File: config.mk
export PLATFORM = sky130hd
export DESIGN_NAME = uart_tx_core
export DESIGN_NICKNAME = d
export VERILOG_FILES = /design/src/rtl/uart_dut_pkg.sv /design/src/rtl/uart_baud_gen.sv /design/src/rtl/uart_tx_core.sv
export SDC_FILE = /design/constraint.sdc
export NUM_CORES = 1
export LEC_CHECK = 0
export ABC_AREA = 1
export CORE_UTILIZATION = 42
export CTS_CLUSTER_DIAMETER = 150
export DETAILED_ROUTE_END_ITERATION = 7
export PLACE_DENSITY = 0.73
export SLEW_MARGIN = 20
export SYNTH_ARGS = -nofsm -noshare
export SYNTH_HDL_FRONTEND = slang
export SYNTH_SLANG_ARGS = --single-unit
File: constraint.sdc
create_clock -name pclk -period 2.3 [get_ports pclk]
set_clock_uncertainty 0.1 [all_clocks]
set_input_delay 0.46 -clock pclk [delete_from_list [all_inputs] [get_ports pclk]]
set_output_delay 0.46 -clock pclk [all_outputs]
set_load 0.005 [all_outputs]
File: src/rtl/uart_dut_pkg.sv
// rtl/uart_dut_pkg.sv - shared types, defaults and parity helper for the UART transmitter
package uart_dut_pkg;

    typedef enum logic [2:0] {
        IDLE,
        START,
        DATA,
        PARITY,
        STOP
    } tx_state_e;

    localparam int DEFAULT_BAUD_DIV   = 434;
    localparam int DEFAULT_DATA_WIDTH = 8;
    localparam int MAX_DATA_WIDTH     = 9;

    // Narrower words are zero-extended by the caller, which leaves the XOR unchanged.
    function automatic logic calc_parity(input logic [MAX_DATA_WIDTH-1:0] data, input logic odd);
        return (^data) ^ odd;
    endfunction

endpackage

File: src/rtl/uart_baud_gen.sv
// rtl/uart_baud_gen.sv - bit-period counter; bit_end marks the last pclk cycle of each bit
module uart_baud_gen #(
    parameter int BAUD_DIV = uart_dut_pkg::DEFAULT_BAUD_DIV
) (
    input  logic pclk,
    input  logic areset,
    input  logic clear,
    input  logic enable,
    output logic bit_end
);

    localparam int            CW   = $clog2(BAUD_DIV);
    localparam logic [CW-1:0] LAST = CW'(BAUD_DIV - 1);

    logic [CW-1:0] cnt;

    always_ff @(posedge pclk) begin
        if (areset || clear) begin
            cnt <= '0;
        end else if (enable) begin
            cnt <= bit_end ? '0 : cnt + 1'b1;
        end
    end

    assign bit_end = enable && (cnt == LAST);

endmodule

File: src/rtl/uart_tx_core.sv
// rtl/uart_tx_core.sv - UART transmitter: valid/ready word in, LSB-first serial frame out
module uart_tx_core
    import uart_dut_pkg::*;
#(
    parameter int BAUD_DIV   = DEFAULT_BAUD_DIV,
    parameter int DATA_WIDTH = DEFAULT_DATA_WIDTH,
    parameter int PARITY_EN  = 0,
    parameter int PARITY_ODD = 0,
    parameter int STOP_BITS  = 1
) (
    input  logic                  pclk,
    input  logic                  areset,
    input  logic [DATA_WIDTH-1:0] tx_data,
    input  logic                  tx_valid,
    output logic                  tx_ready,
    output logic                  tx,
    output logic                  tx_busy,
    output logic                  tx_done
);

    localparam int             BCW       = $clog2(DATA_WIDTH);
    localparam logic [BCW-1:0] LAST_DATA = BCW'(DATA_WIDTH - 1);
    localparam logic [BCW-1:0] LAST_STOP = BCW'(STOP_BITS - 1);

    if (BAUD_DIV < 2) begin : g_bad_baud
        $error("uart_tx_core: BAUD_DIV must be >= 2");
    end
    if (DATA_WIDTH < 5 || DATA_WIDTH > MAX_DATA_WIDTH) begin : g_bad_width
        $error("uart_tx_core: DATA_WIDTH must be 5..9");
    end
    if (PARITY_EN != 0 && PARITY_EN != 1) begin : g_bad_par_en
        $error("uart_tx_core: PARITY_EN must be 0 or 1");
    end
    if (PARITY_ODD != 0 && PARITY_ODD != 1) begin : g_bad_par_odd
        $error("uart_tx_core: PARITY_ODD must be 0 or 1");
    end
    if (STOP_BITS != 1 && STOP_BITS != 2) begin : g_bad_stop
        $error("uart_tx_core: STOP_BITS must be 1 or 2");
    end

    tx_state_e             state, state_nxt;
    logic [DATA_WIDTH-1:0] shreg, shreg_nxt;
    logic [BCW-1:0]        bit_cnt, bit_cnt_nxt;
    logic                  par_bit, par_bit_nxt;
    logic                  tx_nxt, done_nxt;
    logic                  accept, bit_end;

    assign accept = (state == IDLE) && tx_valid && tx_ready;

    uart_baud_gen #(.BAUD_DIV(BAUD_DIV)) u_baud (
        .pclk    (pclk),
        .areset  (areset),
        .clear   (accept),
        .enable  (state != IDLE),
        .bit_end (bit_end)
    );

    // bit_cnt indexes data bits in DATA and is reused to count stop bits in STOP.
    always_comb begin
        state_nxt   = state;
        shreg_nxt   = shreg;
        bit_cnt_nxt = bit_cnt;
        par_bit_nxt = par_bit;
        done_nxt    = 1'b0;
        unique case (state)
            IDLE: if (accept) begin
                state_nxt   = START;
                shreg_nxt   = tx_data;
                par_bit_nxt = calc_parity(MAX_DATA_WIDTH'(tx_data), PARITY_ODD != 0);
            end
            START: if (bit_end) begin
                state_nxt   = DATA;
                bit_cnt_nxt = '0;
            end
            DATA: if (bit_end) begin
                shreg_nxt = shreg >> 1;
                if (bit_cnt == LAST_DATA) begin
                    bit_cnt_nxt = '0;
                    state_nxt   = (PARITY_EN != 0) ? PARITY : STOP;
                end else begin
                    bit_cnt_nxt = bit_cnt + 1'b1;
                end
            end
            PARITY: if (bit_end) begin
                state_nxt = STOP;
            end
            STOP: if (bit_end) begin
                if (bit_cnt == LAST_STOP) begin
                    state_nxt   = IDLE;
                    bit_cnt_nxt = '0;
                    done_nxt    = 1'b1;
                end else begin
                    bit_cnt_nxt = bit_cnt + 1'b1;
                end
            end
            default: state_nxt = IDLE;
        endcase

        tx_nxt = 1'b1;
        case (state_nxt)
            START:   tx_nxt = 1'b0;
            DATA:    tx_nxt = shreg_nxt[0];
            PARITY:  tx_nxt = par_bit;
            default: tx_nxt = 1'b1;
        endcase
    end

    always_ff @(posedge pclk) begin
        if (areset) begin
            state    <= IDLE;
            shreg    <= '0;
            bit_cnt  <= '0;
            par_bit  <= 1'b0;
            tx       <= 1'b1;
            tx_ready <= 1'b0;
            tx_busy  <= 1'b0;
            tx_done  <= 1'b0;
        end else begin
            state    <= state_nxt;
            shreg    <= shreg_nxt;
            bit_cnt  <= bit_cnt_nxt;
            par_bit  <= par_bit_nxt;
            tx       <= tx_nxt;
            tx_ready <= (state_nxt == IDLE);
            tx_busy  <= (state_nxt != IDLE);
            tx_done  <= done_nxt;
        end
    end

endmodule
==> flow_metrics.env <==
export IMPL_status="finished, final reports clean"
export IMPL_cts_buffers=3
export IMPL_dieArea_mm2=0.00377
export IMPL_num_antenna_cells=0
export IMPL_cts_max_level=1
export IMPL_timing_rr_start="u_baud.cnt[0]"
export IMPL_reg2reg_to="bit_cnt[0]"
export IMPL_period_minus_slack_ps=1800
export IMPL_timing_hold_ws_ps=395
export IMPL_maxCapViolCount=0
export IMPL_hold_viol=0
export IMPL_die_y_um=61.4
export IMPL_p_sw_frac=0.254
export IMPL_layout_drive_gt1_share=0.0901
export IMPL_critPathKind="flop to flop"
export IMPL_initial_utilization=0.440
export IMPL_cts_resized_gates=0
export IMPL_dieWidth_um=61.4
export IMPL_period_share=0.783
export IMPL_fin_ws_ps=498
export IMPL_pwr_share_clk=0.273
export IMPL_pin_count=15
export IMPL_syn_nets=231
export IMPL_worstMarginPinSlew_ps=330
export IMPL_routed_wirelength_mm=2.85
export IMPL_drv_slew=0
export IMPL_synth_seq_area_share=0.379
export IMPL_avgViaCountPerCell=4.78
export IMPL_relSlewSlack=0.778
export IMPL_ys_types=27
export IMPL_synthCells=215
export IMPL_wire_per_inst_um=10.2
export IMPL_gp_congestion=0.793
export IMPL_async_reset_ff_frac=0
export IMPL_cts_path_max_buffers=2
export IMPL_synth_edf_count=0
export IMPL_grt_usage=0.175
export IMPL_portBuffers=14
export IMPL_pre_cts_ws_ps=459
export IMPL_timing_setup_tns_ps=0
export IMPL_pwr_density_cell_mw_per_mm2=515
export IMPL_design_power_total_uw=888
export IMPL_hold_buffers=0
export IMPL_p_leak_uw=0.000707
export IMPL_end_kind="flop"
export IMPL_post_dp_hpwl_mm=2.23
export IMPL_hold_class="flop to flop"
export IMPL_synth_top_cell_area_share=0.379
export IMPL_cts_tree="done"
export IMPL_cts_num_sinks=28
export IMPL_crit_path_end="bit_cnt[0]"
export IMPL_crit_start="u_baud.cnt[0]"
export IMPL_final_core_util=0.513
export IMPL_cp_required_ps=2440
export IMPL_reg2reg_slack_ps=500
export IMPL_worst_r2r_cell_count=8
export IMPL_area_growth_pct=16.5
export IMPL_firstDrtPassIters=4
export IMPL_ys_seq_elements=28
export IMPL_nNetsFinal=250
export IMPL_cts_setup_buffers=0
export IMPL_grt_pass1_vias=1152
export IMPL_comb_power_share=0.149
export IMPL_core_area_mm2=0.00336
export IMPL_grt_max_degree=18
export IMPL_startpoint_type="flop"
export IMPL_path_max_fanout=5
export IMPL_ys_warnings_count=0
export IMPL_first_iter_violations=49
export IMPL_drc_errors=0
export IMPL_yosys_area_top_type="dfxtp_1"
export IMPL_grt_pass1_wl_mm=4.86
export IMPL_rows=21
export IMPL_cp_data_arrival_time_ps=1940
export IMPL_clk_pin_slew_ps=150
export IMPL_rsz0062_at_grt="no"
export IMPL_grt_overflow=0
export IMPL_clkLatencyLatePin_ps=340
export IMPL_ir_drop_mv=0.357
export IMPL_antenna_found_initial=0
export IMPL_internal_power_uw=663
export IMPL_synth_area_top_cells="dfxtp_1 38%, nand2_1 11%, nand3_1 8.1%, inv_1 6.8%, nor2_1 6.3%"
export IMPL_fmax_ghz=0.555
export IMPL_antenna_left=0
export IMPL_ys_flop_type="dfxtp_1"
export IMPL_num_vias=1334
export IMPL_switching_power_uw=225
export IMPL_p_seq_frac=0.578
export IMPL_avgSynthCellArea_um2=6.88
export IMPL_hold_path_depth=1
export IMPL_setup_viol=0
export IMPL_root_buffer="clkbuf_4"
export IMPL_syn_area_mm2=0.00148
==> area by class of cell <==
cell class	count	area, um2
Fill cell	360	1640
Sequential cell	28	561
Clock buffer	4	36.3
Timing Repair Buffer	17	163
Inverter	30	113
Multi-Input combinational cell	154	795
Tap cell	46	57.6
==> kinds of logic after synthesis <==
logic type	after synthesis	share of synthesized area
xor gates and xnor gates	6	0.0355
DFF	28	0.379
AOI/OAI and AO/OA	28	0.102
and+or+nand+nor	115	0.357
adders and majority gates	5	0.0423
buffers and inverters	33	0.0845
==> power by group through the flow <==
stage          Combinational (uW)  Clock [uW]  Sequential (uW)
2_1_floorplan                83.4           0              521
3_3_place_gp                  132           0              523
3_5_place_dp                  133           0              523
4_1_cts                       134         248              513
5_1_grt                       151         273              515
6_report                      132         242              513
==> sequential cells by signal, summed over array words and instances (netlist names) <==
| signal | flops |
|---|---|
| tx_done | 1 |
| tx_ready | 1 |
| shreg | 8 |
| tx_busy | 1 |
| tx | 1 |
| u_baud.cnt | 9 |
| state | 3 |
| par_bit | 1 |
| bit_cnt | 3 |
==> synth_stat cells (2+ instances only) <==
library cell and count:
a21oi_1 14, a31oi_1 6, dfxtp_1 28, ha_1 5, inv_1 27, inv_2 3
nand2_1 43, nand2_2 3, nand2b_1 2, nand3_1 24, nand4_1 3, nor2_1 25
nor2_2 4, nor2_4 2, nor3_1 4, nor4_1 2, o21ai_0 6, xnor2_1 4
xor2_1 2
==> worst min path at each step <==
| stage | startpoint | to | slack, ps |
|---|---|---|---|
| after detailed placement | u_baud.cnt[6] | u_baud.cnt[6] | 370 |
| after CTS | u_baud.cnt[6] | u_baud.cnt[6] | 390 |
| after global routing | bit_cnt[2] | bit_cnt[2] | 430 |
| final | u_baud.cnt[6] | u_baud.cnt[6] | 390 |
| after global placement | u_baud.cnt[6] | u_baud.cnt[6] | 370 |
| after floorplan | u_baud.cnt[6] | u_baud.cnt[6] | 340 |
==> per-stage QoR <==
step           instances  cell area (um2)
3_3_place_gp         275             1690
6_report             279             1720
2_1_floorplan        215             1480
3_5_place_dp         275             1690
4_1_cts              279             1720
5_1_grt              279             1720
==> layer usage <==
layer | up-vias | track usage | wire, um
met5 | - | 0 | 0
met4 | 0 | 0.0413 | 17
met3 | 2 | 0.0504 | 128
met2 | 26 | 0.278 | 1270
met1 | 572 | 0.235 | 1440
li1 | 734 | - | -
==> layout by cell type, fill, tap and decap left out, drive strengths merged <==
cell type / synthesis / routed
nand2: 46 / 46
nor2: 31 / 31
inv: 30 / 30
dfxtp: 28 / 28
nand3: 25 / 25
a21oi: 14 / 14
clkdlybuf4s50: 0 / 14
o21ai: 6 / 6
a31oi: 6 / 6
ha: 5 / 5
nor3: 4 / 4
xnor2: 4 / 4
clkbuf: 1 / 4
nand4: 3 / 3
buf: 2 / 3
xor2: 2 / 2
nor4: 2 / 2
nand2b: 2 / 2
o21a: 1 / 1
o22ai: 1 / 1
or2: 1 / 1
and3: 1 / 1
==> critical path, stage by stage (launching register included) <==
cell,delay (ps)
dfxtp_1,420
ha_1,180
nand2_1,60
nor2_2,230
nand3_1,140
nor2_1,240
inv_1,120
a21oi_1,150
nor2_1,50
Power figures use the tool's default switching activity.
